File: src/rtl/hs_pkg.sv
// Shared types and constants for the hs_src traffic source.
package hs_pkg;

  typedef enum logic [1:0] {
    IDLE = 2'd0,
    SEND = 2'd1,
    GAP  = 2'd2
  } state_t;

  // Right-shifting Galois LFSR feedback masks giving maximal-length sequences.
  function automatic logic [31:0] lfsr_taps(input int width);
    case (width)
      3:       lfsr_taps = 32'h0000_0006;
      4:       lfsr_taps = 32'h0000_000C;
      5:       lfsr_taps = 32'h0000_0014;
      6:       lfsr_taps = 32'h0000_0030;
      7:       lfsr_taps = 32'h0000_0060;
      8:       lfsr_taps = 32'h0000_00B8;
      9:       lfsr_taps = 32'h0000_0110;
      10:      lfsr_taps = 32'h0000_0240;
      11:      lfsr_taps = 32'h0000_0500;
      15:      lfsr_taps = 32'h0000_6000;
      16:      lfsr_taps = 32'h0000_B400;
      default: lfsr_taps = 32'h0000_00B8;
    endcase
  endfunction

endpackage

File: src/rtl/hs_src_pattern.sv
// Next-beat data generator: +1 by default, Galois LFSR step when HS_SRC_LFSR_EN is defined.
module hs_src_pattern
  import hs_pkg::*;
#(
  parameter int WIDTH = 8
) (
  input  logic [WIDTH-1:0] cur,
  output logic [WIDTH-1:0] nxt
);

`ifdef HS_SRC_LFSR_EN
  localparam logic [WIDTH-1:0] TAPS = WIDTH'(lfsr_taps(WIDTH));

  assign nxt = cur[0] ? ((cur >> 1) ^ TAPS) : (cur >> 1);
`else
  assign nxt = cur + WIDTH'(1);
`endif

endmodule

File: src/rtl/hs_src.sv
// Valid/ready burst source: one command in, a burst of beats out, optional idle gap after.
// HS_SRC_LFSR_EN selects LFSR data instead of an incrementing pattern.
module hs_src
  import hs_pkg::*;
#(
  parameter int WIDTH = 8,
  parameter int LEN_W = 8,
  parameter int GAP_W = 4
) (
  input  logic             clk,
  input  logic             rst_n,
  input  logic             cmd_valid,
  output logic             cmd_ready,
  input  logic [LEN_W-1:0] cmd_len,
  input  logic [WIDTH-1:0] cmd_seed,
  input  logic [GAP_W-1:0] cfg_gap,
  output logic             o_valid,
  input  logic             i_ready,
  output logic [WIDTH-1:0] o_data,
  output logic             o_last,
  output logic             busy
);

  state_t           state_q, state_d;
  logic [LEN_W-1:0] len_q, len_d, cnt_q, cnt_d;
  logic [GAP_W-1:0] gap_q, gap_d, gcnt_q, gcnt_d;
  logic             valid_d, last_d, busy_d;
  logic [WIDTH-1:0] data_d, data_nxt, seed_eff;

  hs_src_pattern #(.WIDTH(WIDTH)) u_pattern (
    .cur (o_data),
    .nxt (data_nxt)
  );

`ifdef HS_SRC_LFSR_EN
  // An all-zero LFSR state never leaves zero.
  assign seed_eff = (cmd_seed == '0) ? WIDTH'(1) : cmd_seed;
`else
  assign seed_eff = cmd_seed;
`endif

  assign cmd_ready = (state_q == IDLE);

  always_comb begin
    state_d = state_q;
    len_d   = len_q;
    gap_d   = gap_q;
    cnt_d   = cnt_q;
    gcnt_d  = gcnt_q;
    valid_d = o_valid;
    data_d  = o_data;
    last_d  = o_last;
    case (state_q)
      IDLE: begin
        if (cmd_valid) begin
          len_d   = cmd_len;
          gap_d   = cfg_gap;
          cnt_d   = '0;
          data_d  = seed_eff;
          valid_d = 1'b1;
          last_d  = (cmd_len == '0);
          state_d = SEND;
        end
      end
      SEND: begin
        if (o_valid && i_ready) begin
          if (o_last) begin
            valid_d = 1'b0;
            last_d  = 1'b0;
            gcnt_d  = '0;
            state_d = (gap_q != '0) ? GAP : IDLE;
          end else begin
            // cnt_q < len_q here, so cnt_q+1 cannot wrap even at maximum length.
            data_d = data_nxt;
            cnt_d  = cnt_q + LEN_W'(1);
            last_d = ((cnt_q + LEN_W'(1)) == len_q);
          end
        end
      end
      GAP: begin
        gcnt_d = gcnt_q + GAP_W'(1);
        if (gcnt_q == (gap_q - GAP_W'(1))) begin
          state_d = IDLE;
        end
      end
      default: begin
        state_d = IDLE;
        valid_d = 1'b0;
        last_d  = 1'b0;
      end
    endcase
    busy_d = (state_d != IDLE);
  end

  always_ff @(posedge clk or negedge rst_n) begin
    if (!rst_n) begin
      state_q <= IDLE;
      len_q   <= '0;
      gap_q   <= '0;
      cnt_q   <= '0;
      gcnt_q  <= '0;
      o_valid <= 1'b0;
      o_data  <= '0;
      o_last  <= 1'b0;
      busy    <= 1'b0;
    end else begin
      state_q <= state_d;
      len_q   <= len_d;
      gap_q   <= gap_d;
      cnt_q   <= cnt_d;
      gcnt_q  <= gcnt_d;
      o_valid <= valid_d;
      o_data  <= data_d;
      o_last  <= last_d;
      busy    <= busy_d;
    end
  end

endmodule

File: config.mk
export PLATFORM = sky130hd
export DESIGN_NAME = hs_src
export DESIGN_NICKNAME = d
export VERILOG_FILES = /design/src/rtl/hs_pkg.sv /design/src/rtl/hs_src_pattern.sv /design/src/rtl/hs_src.sv
export SDC_FILE = /design/constraint.sdc
export NUM_CORES = 1
export LEC_CHECK = 0
export ABC_CLOCK_PERIOD_IN_PS = 5300
export CORE_MARGIN = 1.5
export CORE_UTILIZATION = 45
export DETAILED_ROUTE_END_ITERATION = 8
export GPL_ROUTABILITY_DRIVEN = 0
export PLACE_DENSITY = 0.7
export SETUP_SLACK_MARGIN = 0.05
export SLEW_MARGIN = 20
export SYNTH_ARGS = -nofsm -noshare
export SYNTH_HDL_FRONTEND = slang
export SYNTH_HIERARCHICAL = 1
export SYNTH_SLANG_ARGS = --single-unit
File: constraint.sdc
create_clock -name clk -period 5.3 [get_ports clk]
set_input_delay 1.06 -clock clk [delete_from_list [all_inputs] [get_ports clk]]
set_output_delay 1.06 -clock clk [all_outputs]
set_load 0.05 [all_outputs]
Yosys cells after proc, flatten, opt, wreduce, memory -nomap -nowiden
Index checks and enable logic that the tools add are counted.

word-level totals
  flip-flop bits (word level) = 37
  logic and storage cells = 59

operators by class
  bitwise gates (word level) = 1
  reduce and logical (&&, ||, !) cells = 12
  multiplexer cells = 25
  eq/ne operators = 8
  add/subtract/negate cells = 4

operator list
  kind                                                 count
  two-way mux 8 bit                                    6
  one-hot mux 8 bit (2 select lines)                   2
  adder 8 x 1 -> 8 bit, second input constant          2
  two-way mux 2 bit                                    5
  equality test 8 bit                                  1
  zero test 8 bit                                      1
  two-way mux 4 bit                                    2
  != test 2 bit, second input constant                 4
  one-hot mux 4 bit (2 select lines)                   1
  AND reduction 4 bit                                  2
  two-way mux 1 bit                                    6
  one-hot mux 1 bit (3 select lines)                   2
  one-hot mux 2 bit (3 select lines)                   1
  AND reduction 3 bit                                  2
  nonzero test 2 bit                                   3
  adder 4 x 1 -> 4 bit, second input constant          1
  equality test 4 bit                                  1
  nonzero test 4 bit                                   1
  subtractor 4 x 1 -> 4 bit, second input constant     1
  equality test 2 x 1 -> 1 bit, second input constant  1
  equality test 2 bit, second input constant           1
  zero test 2 bit                                      1
  AND reduction 2 bit                                  1
  logical AND 1 bit                                    1
  inverter 1 bit                                       1

Depth between registers and ports, before layout
Gate-level depths: netlist (run 1).

  depth after elaboration = 6
  mapped depth = 7
  depth with buffers taken out = 7

Modules after synthesis
Netlist (run 1), hierarchy kept.

modules (own cells, without submodules)
  module          instances  cells each  seq. area each (µm²)  area each (µm²)
  hs_src          1          202         925.9                 1951.9
  hs_src_pattern  1          16          0.0                   116.4

Worst setup path after synthesis (run 1)
Ideal clock, no wire load.

  path kind = flip-flop to flip-flop
  start point = register state_q[1]
  end point = register len_q[1]
  buffers on the path = 3
  clock period less this slack = 2258 ps
  required time = 5175 ps
  arrival = 2133 ps
  setup slack = 3042 ps
  cell stages (with the launch flop) = 7
  cell sequence = dfrtp_1 > buf_6 > nor2_1 > and2_1 > clkbuf_1 > buf_2 > mux2_2

on the way
  cells in the longest elaborated chain, start to end = 2

RTL lines
  what                           line           source
  start, declared                hs_src.sv:24   state_t state_q, state_d;
  start signal, assigned         hs_src.sv:107  state_q <= state_d;
  zero test 2 bit                -
  named net cmd_ready            hs_src.sv:13   output logic cmd_ready,
  AND reduction 2 bit (no line)  -
  end signal, assigned           hs_src.sv:108  len_q <= len_d;
  end, declared                  hs_src.sv:25   logic [LEN_W-1:0] len_q, len_d, cnt_q, cnt_d;

The timed path passes the listed nets, and every way through them passes these cells.
A chain may end at the register's enable or synchronous reset.

Final worst setup path (run 1)
  start point = register state_q[0]
  end point = output cmd_ready

on the way
  cells in the longest elaborated chain, start to end = 1

RTL lines
  what             line          source
  zero test 2 bit  hs_src.sv:42  assign cmd_ready = (state_q == IDLE);
  end, declared    hs_src.sv:13

No other way between the ends.

==> run summary, run 1 <==
CP Capture Type - output port
WL final - 4.19 mm
P&R area growth vs syn - 21.8%
worst stage delay on the critical path - 0.81 ns
Switch Pwr - 638 uW
Cell variety after synth - 40
CP required - 4.24 ns
HPWL after DPL - 3.03 mm
antenna fix cells - 0
first-pass GRT wire length - 7.15 mm
Seq pwr share - 0.371
vias in the first global route - 1514
max cap viols - 0
DRT Pass-1 Iters - 4
static leakage - 1.07 nW
Worst Tran Pin Value - 0.833 ns
register area - 926 sq um
Worst setup SP type - flip-flop
Peak supply drop - 0.221 mV
Seq cells post-synth - 37
post-DR wirelength/cell - 13.7 um
final worst slack - 2.45 ns
overflow left after global routing - 0
Placed Cells - 297
Mapped Avg Cell Area - 9.49 sq um
DRT iter0 DRCs - 81
CTS tree - yes
Final TNS setup - 0 ns
sequential fraction of the synthesis area - 0.448
GRT Total Usage - 0.181
Rel. slew slack - 0.445
ys flop type - dfrtp_1
IO Port Bufs - 35
endpoints failing setup - 0
Async S/R FF share, synth - 1.00
core area - 4380 sq um
CTS HTree Levels - 2
die height - 70.8 um
internal power - 813 uW
layout cell share with drive strength beyond 1 - 0.107
Multi-input gate area - 1080 sq um
die footprint - 5010 sq um
routed via count - 1643
part of the cycle the worst path needs - 0.537
CTS sink cnt - 37
Cells after Synth - 218
Sw Ratio - 0.440
Hold Vio Cnt, Final - 0
combinational power share - 0.496
WS Path Type - reg2out
Min-Delay Path Class - reg2reg
total clock buffers created by CTS - 5
Clock transition at path regs - 0.08 ns
outcome - completed
Yosys warnings - 6
Tot Pwr - 1.45 mW
DP Worst Slack - 2.59 ns
# DRC - 0
Mapped Area - 2070 sq um
fin cells - 305
pin count of the biggest net entering global routing - 38
syn nets - 246
pwr/cell area - 576 nW/um^2
floorplan row count - 24
setup bufs post-CTS - 0
EDFF count, synth - 0
maximum buffer depth of the clock tree - 2
Root Driver - clkbuf_8
Final Critical Period - 2.85 ns
slowest cell on the critical path - clkdlybuf4s50_1
die width - 70.8 um
Routed Antenna Nets - 0
Slew Limit Fails - 0
max frequency - 0.351 GHz
vias per cell - 5.39
# hold bufs at CTS - 0
antenna violations before repair - 0
arrival time worst endpoint - 1.79 ns
Clock power frac - 0.133
unrepaired setup endpoints after global routing - false
worst-skew pair later-pin latency - 0.29 ns
Util after Layout - 0.575
PostCTS Resize Cnt - 0
filler cell count - 418
Starting Density - 0.472
IO Pins - 36
CP max FO - 11
skew final - 0.00819 ns
critical-path cell list - nor2_1 -> clkdlybuf4s50_1
nets - 280
-- synthesized netlist by cell type, types with 3 or more instances --
master	n	area share
dfrtp_1	37	0.45
nand2_1	34	0.062
nor2_1	16	0.029
o21ai_0	15	0.036
xnor2_1	13	0.055
xor2_1	11	0.047
mux2_2	10	0.054
a31oi_1	8	0.024
a21oi_1	7	0.017
nand3_1	7	0.017
nand2b_1	5	0.015
and3_1	4	0.012
clkbuf_1	4	0.0073
ha_1	4	0.024
inv_1	4	0.0073
a21o_1	3	0.011
buf_2	3	0.0073
nor2b_1	3	0.0091
nor4_1	3	0.0091
-- sequential cells by signal, indices dropped and copies added, names as in the netlist, 2 cells and up --
| name | count |
|---|---|
| gap_q | 4 |
| cnt_q | 8 |
| len_q | 8 |
| o_data | 8 |
| gcnt_q | 4 |
| state_q | 2 |
-- routing by layer --
layer	global-route usage	up-vias	wire, um
li1	-	820	-
met1	0.231	781	1930
met2	0.296	36	2010
met3	0.0499	6	194
met4	0.0629	0	60
met5	0	-	0
-- stage by stage --
| step | hold slack (ns) | cell area, sq um |
|---|---|---|
| floorplan | 0.478 | 2070 |
| global placement | 0.508 | 2440 |
| detailed placement | 0.504 | 2440 |
| CTS | 0.524 | 2520 |
| global route | 0.554 | 2520 |
| finish | 0.517 | 2520 |
-- worst paths after layout --
kind,from,end,slack (ns),cells after the start
worst max-delay path,state_q[0]$_DFF_PN0_,cmd_ready,2.45,2
worst min-delay path,gcnt_q[3]$_DFFE_PN0P_,gcnt_q[3]$_DFFE_PN0P_,0.52,1
worst max register to register,state_q[0]$_DFF_PN0_,busy$_DFF_PN0_,3.26,4
worst min register to register,gcnt_q[3]$_DFFE_PN0P_,gcnt_q[3]$_DFFE_PN0P_,0.52,1
max in group asynchronous,rst_n,len_q[7]$_DFFE_PN0P_,3.90,1
min in group asynchronous,rst_n,busy$_DFF_PN0_,0.86,1
-- cell usage in the layout (no fill, tap or decap), types with 8 or more instances in the layout --
cell,Yosys,layout
xnor2_1,13,13
mux2_2,10,10
o21ai_0,15,15
xor2_1,11,11
dfrtp_1,37,37
nor2_1,16,16
nand2_1,34,34
clkdlybuf4s50_1,0,34
a31oi_1,8,8
-- cell type report --
class                      count  area share
clock buffer                   6      0.0288
clock inverter                 2     0.00397
inverter                       4     0.00596
multi-input combinational    168       0.428
sequential                    37       0.367
tap                           52      0.0258
timing repair buffer          36       0.140
-- worst max-delay path, delay by kind of cell, from the launching register on --
kind          cells  cell delay, ns
buf+inv           1            0.81
flops             1            0.51
simple gates      1            0.17
-- power groups by stage --
stage | logic (mW) | clock network [mW] | registers, mW
CTS | 0.725 | 0.199 | 0.540
floorplan | 0.448 | 0 | 0.623
detailed placement | 0.723 | 0 | 0.545
global route | 0.800 | 0.210 | 0.564
global placement | 0.706 | 0 | 0.542
finish | 0.719 | 0.193 | 0.539
-- cell families (layout without fill, tap and decap cells) --
kind of cell / count (synthesis) / after routing / share of synthesized area
AO/OA/AOI/OAI: 40 / 40 / 0.118
XOR/XNOR: 24 / 24 / 0.102
adder cells (fa/ha/maj): 4 / 4 / 0.0242
buffers and inverters: 13 / 48 / 0.0308
flip-flops: 37 / 37 / 0.448
multiplexers: 10 / 10 / 0.0544
AND/OR/NAND/NOR: 90 / 90 / 0.223
Power figures use the tool's default switching activity.
==> run 2, diff against run 1 <==
ABC_CLOCK_PERIOD_IN_PS = 2400   (was 5300)
PLACE_DENSITY = 0.72   (was 0.7)
clock period = 2.4 ns   (was 5.3 ns; I/O delays follow)
==> run 2 against run 1 <==
Compared with the run above: setup slack lost 2.3 ns; final cell count increased by 1.3%; via count grew 0.55%; critical path depth unchanged; utilization grew 0.80 points; sequential power is 120% higher; register-to-register slack worse by 2.7 ns; design area grew 1.4%; hold slack improved by 0.0057 ns; largest cell class unchanged; clock skew rose by 0.0021 ns; clock power is 120% higher; critical path type unchanged.
==> run summary, run 2 (same netlist as run 1, synthesis figures left out) <==
outcome - completed
commonest non-fill, non-tap cell in the layout - dfrtp_1
worst-skew pair later-pin latency - 0.29 ns (about the same)
Starting Density - 0.472 (unchanged)
DP Area - 2470 sq um (+1.4%)
skew final - 0.0103 ns (+0.00208 ns)
vias in the first global route - 1647 (+8.8%)
Worst Tran Pin Value - 0.496 ns (-0.336 ns)
final worst slack - 0.183 ns (-2.27 ns)
Rel. slew slack - 0.668 (+0.223)
max frequency - 0.451 GHz
die width - 70.8 um (unchanged)
floorplan row count - 24 (unchanged)
final instance area - 2550 sq um (+1.4%)
die footprint - 5010 sq um (unchanged)
CP required - 1.92 ns (-2.32 ns)
antenna fix cells - 0 (unchanged)
capture point of the worst reg-to-reg path - busy$_DFF_PN0_
nets - 284 (+1.4%)
maximum buffer depth of the clock tree - 2 (unchanged)
max cap viols - 0 (unchanged)
critical-path cell list - nor2_1 -> clkdlybuf4s50_1
DRT iter0 DRCs - 101 (+25%)
static leakage - 1.09 nW (+1.7%)
die height - 70.8 um (unchanged)
DP Worst Slack - 0.257 ns (-2.33 ns)
first-pass GRT wire length - 7.38 mm (+3.2%)
Peak supply drop - 0.539 mV (+140%)
fin cells - 309 (+1.3%)
worst r2r src - gap_q[0]$_DFFE_PN0P_
Placed Cells - 301 (+1.3%)
worst stage delay on the critical path - 0.82 ns (about the same)
IO Pins - 36 (unchanged)
arrival time worst endpoint - 1.74 ns (-0.05 ns)
vias per cell - 5.35 (-0.75%)
PostCTS Resize Cnt - 0 (unchanged)
Root Driver - clkbuf_8
crit path to - cmd_ready
CTS HTree Levels - 2 (unchanged)
Hold Vio Cnt, Final - 0 (unchanged)
pwr/cell area - 1250 nW/um^2 (+120%)
Top Registers - cnt_q x8, len_q x8, o_data x8
setup bufs post-CTS - 0 (unchanged)
P&R area growth vs syn - 23.5%
Worst setup SP type - flip-flop
most frequent cells in the layout - dfrtp_1, clkdlybuf4s50_1, nand2_1
Final Critical Period - 2.22 ns
pin count of the biggest net entering global routing - 38 (unchanged)
Routed Antenna Nets - 0 (unchanged)
Util after Layout - 0.583 (+0.00799)
endpoints failing setup - 0 (unchanged)
Min-Delay Path Class - reg2reg
CP max FO - 10 (-1)
antenna violations before repair - 0 (unchanged)
part of the cycle the worst path needs - 0.924
CTS tree - yes
WS Path Type - reg2out
routed via count - 1652 (+0.55%)
FF-to-FF setup slack - 0.55 ns (-2.71 ns)
# DRC - 0 (unchanged)
IO Port Bufs - 35 (unchanged)
slowest cell on the critical path - clkdlybuf4s50_1
worst reg2reg path depth - 7 (+3)
post-DR wirelength/cell - 13.1 um (-4.8%)
core area - 4380 sq um (unchanged)
unrepaired setup endpoints after global routing - false
CTS sink cnt - 37 (unchanged)
# hold bufs at CTS - 0 (unchanged)
Slew Limit Fails - 0 (unchanged)
Tot Pwr - 3.20 mW (+120%)
Clock transition at path regs - 0.08 ns (about the same)
HPWL after DPL - 2.97 mm (-1.9%)
Final TNS setup - 0 ns (unchanged)
hold slack - 0.523 ns (+0.00574 ns)
overflow left after global routing - 0 (unchanged)
GRT Total Usage - 0.182 (+0.00147)
CP Capture Type - output port
layout cell share with drive strength beyond 1 - 0.117 (+0.0100)
total clock buffers created by CTS - 5 (unchanged)
Worst Setup SP - state_q[1]$_DFF_PN0_
DRT Pass-1 Iters - 4 (unchanged)
WL final - 4.04 mm (-3.6%)
==> run 2: cell count changes in the layout (fill, tap and decap cells not counted), sizes merged <==
cell / previous run / this run
buf: 2 / 5
clkdlybuf4s50: 34 / 35
==> run 2: how the worst min path moves through the flow <==
stage / start / endpoint / slack, ns / cells past startpoint
floorplan: rst_n / busy$_DFF_PN0_ / 0.18 / 0
global route: len_q[4]$_DFFE_PN0P_ / len_q[4]$_DFFE_PN0P_ / 0.56 / 1
CTS: gcnt_q[3]$_DFFE_PN0P_ / gcnt_q[3]$_DFFE_PN0P_ / 0.53 / 1
global placement: gcnt_q[3]$_DFFE_PN0P_ / gcnt_q[3]$_DFFE_PN0P_ / 0.51 / 1
detailed placement: len_q[2]$_DFFE_PN0P_ / len_q[2]$_DFFE_PN0P_ / 0.52 / 1
finish: gcnt_q[3]$_DFFE_PN0P_ / gcnt_q[3]$_DFFE_PN0P_ / 0.52 / 1
==> run 2: worst max-delay path, delay by kind of cell (launching register included) <==
kind	cells	cell delay, ns
simple gates	1	0.15
flops	1	0.48
buf+inv	1	0.82
==> run 2: final cells by class <==
class	count	area, sq um
multi-input cells	168	1080
well taps	52	65.1
clock inverters	2	10.0
inverters	4	15.0
fillers	421	1830
flip-flops and latches	37	926
repair buffers	40	388
clock buffers	6	72.6
==> run 2: power breakdown <==
group / total (mW) / switching (mW) / internal, mW
Clock: 0.417 / 0.216 / 0.201
Combinational: 1.60 / 0.874 / 0.726
Sequential: 1.18 / 0.297 / 0.882
Total: 3.20 / 1.39 / 1.81
==> run 2: metal layers <==
metal	vias to the layer above	track usage	share of wire
met5	-	0	0
li1	829	-	-
met3	7	0.0484	0.048
met4	0	0.0524	0.013
met2	38	0.292	0.46
met1	778	0.245	0.48
